$ cat src/rtl/gb_regbank.sv
// gb_regbank: ghostbus CSR bank and RAM with a pipelined host read path.
// Optional GB_REGBANK_ERRCNT_EN adds an unmapped-access counter at address NREG.
module gb_regbank #(
  parameter int unsigned AW = 12,
  parameter int unsigned DW = 32,
  parameter int unsigned NREG = 8,
  parameter logic [NREG-1:0] RO_MASK = '0,
  parameter logic [NREG*DW-1:0] CSR_INIT = '0,
  parameter int unsigned RAM_AW = 6,
  parameter int unsigned RAM_BASE = 'h100,
  parameter int unsigned RD_LAT = 1
) (
  input  logic              clk,
  input  logic              rst_n,
  input  logic [AW-1:0]     gb_addr,
  input  logic [DW-1:0]     gb_dout,
  input  logic              gb_we,
  input  logic              gb_re,
  output logic [DW-1:0]     gb_din,
  output logic              gb_rvalid,
  output logic [NREG*DW-1:0] csr_q,
  output logic [NREG-1:0]   csr_wstb,
  input  logic [NREG*DW-1:0] sts_in,
  input  logic [RAM_AW-1:0] ram_addr,
  output logic [DW-1:0]     ram_q
);

  localparam int unsigned RAM_DEPTH = 2 ** RAM_AW;
  localparam logic [AW-1:0] RAM_BASE_A = AW'(RAM_BASE);

  if (NREG < 1 || NREG > 64) begin : g_bad_nreg
    $error("gb_regbank: NREG must be 1..64");
  end
  if (RD_LAT < 1 || RD_LAT > 4) begin : g_bad_lat
    $error("gb_regbank: RD_LAT must be 1..4");
  end
  if ((RAM_BASE % RAM_DEPTH) != 0) begin : g_bad_align
    $error("gb_regbank: RAM_BASE not aligned to RAM depth");
  end
  if (RAM_BASE < NREG + 1) begin : g_bad_base
    $error("gb_regbank: RAM_BASE overlaps CSR space");
  end

  logic              csr_hit;
  logic              ram_hit;
  logic [RAM_AW-1:0] hadr;

  assign csr_hit = gb_addr < AW'(NREG);
  assign ram_hit = gb_addr[AW-1:RAM_AW] == RAM_BASE_A[AW-1:RAM_AW];
  assign hadr    = gb_addr[RAM_AW-1:0];

  logic [DW-1:0]   csr_rd [NREG];
  logic [NREG-1:0] wstb_d;
  logic [NREG-1:0] wstb_q;
  logic            unused_sts;

  // RW slices ignore sts_in; RO slices have no storage at all.
  assign unused_sts = ^sts_in;

  for (genvar i = 0; i < NREG; i++) begin : g_csr
    if (RO_MASK[i]) begin : g_ro
      assign csr_q[i*DW +: DW] = '0;
      assign csr_rd[i]         = sts_in[i*DW +: DW];
      assign wstb_d[i]         = 1'b0;
    end else begin : g_rw
      logic          hit;
      logic [DW-1:0] reg_q;
      logic [DW-1:0] reg_d;

      assign hit = gb_we && (gb_addr == AW'(i));

      always_comb begin
        reg_d = reg_q;
        if (hit) reg_d = gb_dout;
      end

      always_ff @(posedge clk or negedge rst_n) begin
        if (!rst_n) reg_q <= CSR_INIT[i*DW +: DW];
        else        reg_q <= reg_d;
      end

      assign csr_q[i*DW +: DW] = reg_q;
      assign csr_rd[i]         = reg_q;
      assign wstb_d[i]         = hit;
    end
  end

  always_ff @(posedge clk or negedge rst_n) begin
    if (!rst_n) wstb_q <= '0;
    else        wstb_q <= wstb_d;
  end

  assign csr_wstb = wstb_q;

  logic [DW-1:0] mem_q [RAM_DEPTH];
  logic [DW-1:0] ram_rd_q;

  // Both ports read the pre-write word on a same-edge collision.
  always_ff @(posedge clk) begin
    if (gb_we && ram_hit) mem_q[hadr] <= gb_dout;
    ram_rd_q <= mem_q[ram_addr];
  end

  assign ram_q = ram_rd_q;

`ifdef GB_REGBANK_ERRCNT_EN
  logic        err_hit;
  logic        err_evt;
  logic        err_clr;
  logic [15:0] errcnt_q;
  logic [15:0] errcnt_d;

  assign err_hit = gb_addr == AW'(NREG);
  assign err_evt = (gb_we || gb_re) &&
                   !(csr_hit || ram_hit || err_hit);
  assign err_clr = gb_we && err_hit;

  always_comb begin
    errcnt_d = errcnt_q;
    if (err_clr)
      errcnt_d = {15'd0, err_evt};
    else if (err_evt && errcnt_q != 16'hffff)
      errcnt_d = errcnt_q + 16'd1;
  end

  always_ff @(posedge clk or negedge rst_n) begin
    if (!rst_n) errcnt_q <= '0;
    else        errcnt_q <= errcnt_d;
  end
`endif

  logic [DW-1:0] csr_sel;
  logic [DW-1:0] rd_data;

  always_comb begin
    csr_sel = '0;
    for (int i = 0; i < NREG; i++) begin
      if (gb_addr == AW'(i)) csr_sel = csr_rd[i];
    end
  end

  always_comb begin
    rd_data = '0;
    unique case (1'b1)
      csr_hit: rd_data = csr_sel;
      ram_hit: rd_data = mem_q[hadr];
`ifdef GB_REGBANK_ERRCNT_EN
      err_hit: rd_data = DW'(errcnt_q);
`endif
      default: rd_data = '0;
    endcase
  end

  logic [RD_LAT-1:0] pv_q;
  logic [RD_LAT-1:0] pv_d;
  logic [DW-1:0]     pd_q [RD_LAT];
  logic [DW-1:0]     pd_d [RD_LAT];

  // Data stages only advance with a valid token, so gb_din holds.
  always_comb begin
    pv_d    = '0;
    pd_d    = pd_q;
    pv_d[0] = gb_re;
    if (gb_re) pd_d[0] = rd_data;
    for (int k = 1; k < RD_LAT; k++) begin
      pv_d[k] = pv_q[k-1];
      if (pv_q[k-1]) pd_d[k] = pd_q[k-1];
    end
  end

  always_ff @(posedge clk or negedge rst_n) begin
    if (!rst_n) begin
      pv_q <= '0;
      for (int k = 0; k < RD_LAT; k++) pd_q[k] <= '0;
    end else begin
      pv_q <= pv_d;
      pd_q <= pd_d;
    end
  end

  assign gb_rvalid = pv_q[RD_LAT-1];
  assign gb_din    = pd_q[RD_LAT-1];

endmodule

$ cat config.mk
export PLATFORM = sky130hd
export DESIGN_NAME = gb_regbank
export DESIGN_NICKNAME = d
export VERILOG_FILES = /design/src/rtl/gb_regbank.sv
export SDC_FILE = /design/constraint.sdc
export NUM_CORES = 2
export LEC_CHECK = 0
export CAP_MARGIN = 20
export CORE_ASPECT_RATIO = 0.7
export CORE_MARGIN = 2
export CORE_UTILIZATION = 45
export DETAILED_ROUTE_END_ITERATION = 7
export GPL_TIMING_DRIVEN = 1
export PLACE_DENSITY_LB_ADDON = 0.12
export SLEW_MARGIN = 5
export SYNTH_ARGS = -nofsm -noshare
export SYNTH_HDL_FRONTEND = slang
export SYNTH_SLANG_ARGS = --single-unit
$ cat constraint.sdc
create_clock -name clk -period 4.7 [get_ports clk]
set_input_delay 0.705 -clock clk [delete_from_list [all_inputs] [get_ports clk]]
set_output_delay 0.705 -clock clk [all_outputs]
set_load 0.05 [all_outputs]
Word-level counts from Yosys, hierarchy flattened --
Memory sizes are Yosys's and may differ from the RTL's. A register that Yosys moved wholly into a read port is not among the register bits. Index checks and enable logic that the tools add are counted.
Word-level totals: register bits after elaboration 297, memory bits (writable) 2048, bits of input ports 310, output and inout port bits 329, word-level logic and storage cells 42, memories 1
Memories:
- mem_q | words 64, bits a word 32, read ports 2, clocked after memory_dff 1, write ports 1, line 95 | logic [DW-1:0] mem_q [RAM_DEPTH];
Cells by class: order comparisons 1, equality and inequality tests 8, multiplexer cells 11, reduce and logical (&&, ||, !) cells 10
Operators with widths (number):
- two-way mux 32 bit | 8
- case mux 32 bit (2 select lines) | 1
- equality test 12 x 3 -> 1 bit, second input constant | 4
- equality test 12 x 2 -> 1 bit, second input constant | 2
- equality test 12 x 1 -> 1 bit, second input constant | 1
- zero test 12 bit | 1
- < comparator 12 x 4 -> 1 bit, second input constant | 1
- logical AND 1 bit | 9
- equality test 6 x 3 -> 1 bit, second input constant | 1
- two-way mux 1 bit | 2

Logic depth before layout (Yosys ltp) --
depth after elaboration 10, depth in mapped cells 11, gate-level depth less buffers 6

Worst setup path after synthesis --
Ideal clock, no wire load.
path kind input -> register, from in gb_addr[6], to mem mem_q[41][0], enable pin, arrival time 4.357 ns, required time 4.239 ns, setup slack -0.118 ns, cell stages on the path 6, buffers on the path 1, cells stage by stage or4_4 > nor2_1 > nand3_1 > or3_1 > clkbuf_1 > nor3_1
On the way: cells in the longest elaborated chain, start to end 4
Ends and longest elaborated chain:
- from (decl) | line 15 | input logic [AW-1:0] gb_addr,
- equality test 6 x 3 -> 1 bit | line 49 | assign ram_hit = gb_addr[AW-1:RAM_AW] == RAM_BASE_A[AW-1:RAM_AW];
- logical AND 1 bit | line 100 | if (gb_we && ram_hit) mem_q[hadr] <= gb_dout;
- two-way mux 1 bit | line 100
- two-way mux 1 bit (not written as such) | line 100
- to (decl) | line 95
No other way between the ends.

Worst setup path in the final report --
from in gb_addr[6], to mem mem_q[20][5], enable pin
The elaborated chain is that of the path after synthesis.

==> qor.yml <==
max-slew-margin-rel: 0.3377
worst_pin_slew_ns: 0.9831
slowest_delay_ns: 0.61
crit_slowest_cell: "or4_4"
rsz0062_at_grt: "false"
core_area_mm2: 0.2389
track_usage: 0.2897
antenna_found_initial: 13
dp.cells: 8746
synth.avg_cell_area_um2: 20.40
cts_resized: 0
drv_slew: 0
fmaxAchievable_ghz: 0.3109
root_buffer: "clkbuf_16"
seq_area_frac_synth: 0.6431
cp_cell_sequence: "clkdlybuf4s50_1 -> or4_4 -> nor2_1 -> nand3_1 -> nor3_1 -> nand2_1 -> nor2_4 -> buf_12"
p_comb_frac: 0.078
htree_levels: 4
dpl_worst_slack_ns: 0.6140
min_period_ns: 3.217
initial_utilization: 0.4528
drt_pre_antenna_iters: 5
peakVddDrop_mv: 0.3647
io_pins: 639
syn-num-nets: 5612
drive_above_1_share: 0.3708
layout.nets: 6107
finalClockSkew_ns: 0.04533
fin_util: 0.5254
reg2reg_depth: 5
top_usage_layer: "met2"
async_flop_share: 0.1249
yosysTopAreaCell: "edfxtp_1"
synth-seq-cells: 2377
period_share: 0.6844
cp.arrival_ns: 3.75
grt_use_met2: 0.4504
tritoncts.num_buffers: 239
ctsHoldBuffers: 1
yosys-top-cells-count: "edfxtp_1 (2048), mux4_2 (1224), dfrtp_1 (297), nand2_1 (279), mux2_2 (233)"
worstReg2RegStart: "mem_q[40][16]$_DFFE_PP_"
syn2layout_area_growth_pct: 16.04
io_buffers: 382
cts.sinks: 2377
die_area_mm2: 0.2444
gr-total-overflow: 0
netlist_area_mm2: 0.1082
grt_pass1_vias: 61670
cts_tree: "done"
fin_hold_ws_ns: 0.1380
wl_per_cell_um: 38.49
grt_max_degree: 118
yosys_warnings: 0
status: "complete, no violations"
hold_class: "input port to flip-flop"
cap_violations: 0
clock_latency_ns: 0.90
hpwl_um: 220400
synth_top_cell_area_share: 0.5685
synth_cells: 5302
synth_cell_type_count: 48
switchingPower_w: 0.01042
drc: 0
cp.required_ns: 5.24
clkTransAtPathRegs_ns: 0.06
rrSetupSlack_ns: 2.20
vias: 61170
setup_violations: 0
postCtsSetupBuffers: 0
hold_violations: 0
cp_max_fo: 29
wirelength_um: 353800
power_leakage_nw: 41.70
synth_edf_count: 2048
synth.most_common_cell: "edfxtp_1"
die_width_um: 590.0
power.share.sequential: 0.503
die_y_um: 414.2
fin_cells: 9191
crit_type: "input port to flip-flop"
globalRouteMet3Util: 0.04539
ys_top_cells_by_area: "edfxtp_1 (57%), mux4_2 (25%), dfrtp_1 (6.9%)"
drtAntennaViolNets: 0
synth-main-ff-cell: "edfxtp_1"
p_clk_frac: 0.418
rows: 150
worst_slack_ns: 1.483
finalWeightedCongestion: 0.8348
endpoint: "mem_q[20][5]$_DFFE_PP_"
p_per_area_mw_per_mm2: 364.1
ctsLongestPathBuffers: 4
grt_pass1_wl_um: 493900
swShare: 0.2280
initialDrtViolationCount: 8058
worstSetupEndpointType: "flip-flop"
vias_per_cell: 6.656
use_met1: 0.4260
cp-start-kind: "input port"
setup_tns_ns: 0
worstReg2RegEnd: "ram_q[16]$_DFF_P_"
intPower_w: 0.03528
cp-startpoint: "gb_addr[6]"
[worst min path at each step]
stage                                                   start                             endpoint  slack [ns]  cells after the start
after floorplan                                         rst_n                csr_wstb[0]$_DFF_PN0_        0.41                      0
after global placement    g_csr[3].g_rw.reg_q[28]$_DFFE_PN0P_  g_csr[3].g_rw.reg_q[28]$_DFFE_PN0P_        0.49                      2
after detailed placement  g_csr[3].g_rw.reg_q[21]$_DFFE_PN0P_  g_csr[3].g_rw.reg_q[21]$_DFFE_PN0P_        0.49                      2
after CTS                                         gb_dout[13]              mem_q[24][13]$_DFFE_PP_        0.09                      1
after global routing                              gb_dout[13]              mem_q[29][13]$_DFFE_PP_        0.14                      1
final                                             gb_dout[13]              mem_q[30][13]$_DFFE_PP_        0.14                      1
[layout make-up]
class                      count  area (um^2)
fill                       18600       113400
sequential                  2377        69570
multi-input combinational   2493        37290
timing repair buffer         679         6964
clock buffer                 329         6705
tap                         3192         3994
clock inverter               105        952.2
inverter                       7        33.78
antenna                        9        22.52
[layer usage]
| layer | routed length [um] | vias to the layer above |
|---|---|---|
| met2 | 166000 | 2978 |
| met5 | 35 | - |
| li1 | - | 23810 |
| met1 | 147200 | 33890 |
| met3 | 29080 | 483 |
| met4 | 11540 | 4 |
[critical path: cells and delay by family]
family	cells	cell delay (ns)
simple gates	6	2.27
buf+inv	2	0.72
[flip-flops by register name (all words and copies together), names as in the netlist]
name              count
mem_q              2048
g_csr.g_rw.reg_q    256
gb_din               32
ram_q                32
csr_wstb              8
gb_rvalid             1
[through the flow]
stage | total power, W | cell area, um^2
after floorplan | 0.02552 | 108200
after global placement | 0.02705 | 117800
after detailed placement | 0.02707 | 117800
after CTS | 0.04604 | 125500
after global routing | 0.04699 | 125500
final | 0.04570 | 125500
[cells by family (layout without fill, tap and decap cells)]
logic type             after synthesis  after routing  synth area share
AO/OA/AOI/OAI                      314            314           0.02181
buffers and inverters              432           1120           0.01728
flip-flops                        2377           2377            0.6431
multiplexers                      1620           1620            0.2942
other                                0              9                 0
AND/OR/NAND/NOR                    559            559           0.02362
[power by group through the flow]
stage	clock (W)	sequential, W	combinational (W)
floorplan	0	0.0236	0.00189
detailed placement	0	0.0234	0.00362
global placement	0	0.0234	0.00360
CTS	0.0194	0.0230	0.00362
finish	0.0191	0.0230	0.00358
global route	0.0202	0.0230	0.00375
[cell usage in the layout, fill, tap and decap left out, types with 8 or more instances in the layout]
| cell | instances |
|---|---|
| o21ai_0 | 46 |
| nand3_1 | 73 |
| a211o_1 | 29 |
| mux2_2 | 233 |
| clkbuf_8 | 28 |
| buf_12 | 84 |
| clkdlybuf4s50_1 | 338 |
| a21o_1 | 30 |
| a31oi_1 | 32 |
| a32oi_1 | 31 |
| nand4_1 | 34 |
| nand2_1 | 279 |
| clkbuf_1 | 57 |
| a221oi_1 | 31 |
| o2bb2ai_1 | 30 |
| clkbuf_16 | 244 |
| buf_2 | 34 |
| a21oi_1 | 35 |
| nand2b_1 | 33 |
| clkinv_2 | 40 |
| a221o_1 | 31 |
| diode_2 | 9 |
| buf_4 | 214 |
| mux4_2 | 1224 |
| bufinv_16 | 18 |
| dfrtp_1 | 297 |
| edfxtp_1 | 2048 |
| a22oi_1 | 8 |
| nor2b_1 | 36 |
| clkinv_1 | 39 |
| dfxtp_1 | 32 |
| nor2_4 | 58 |
| mux2i_1 | 161 |
Power figures use the tool's default switching activity.
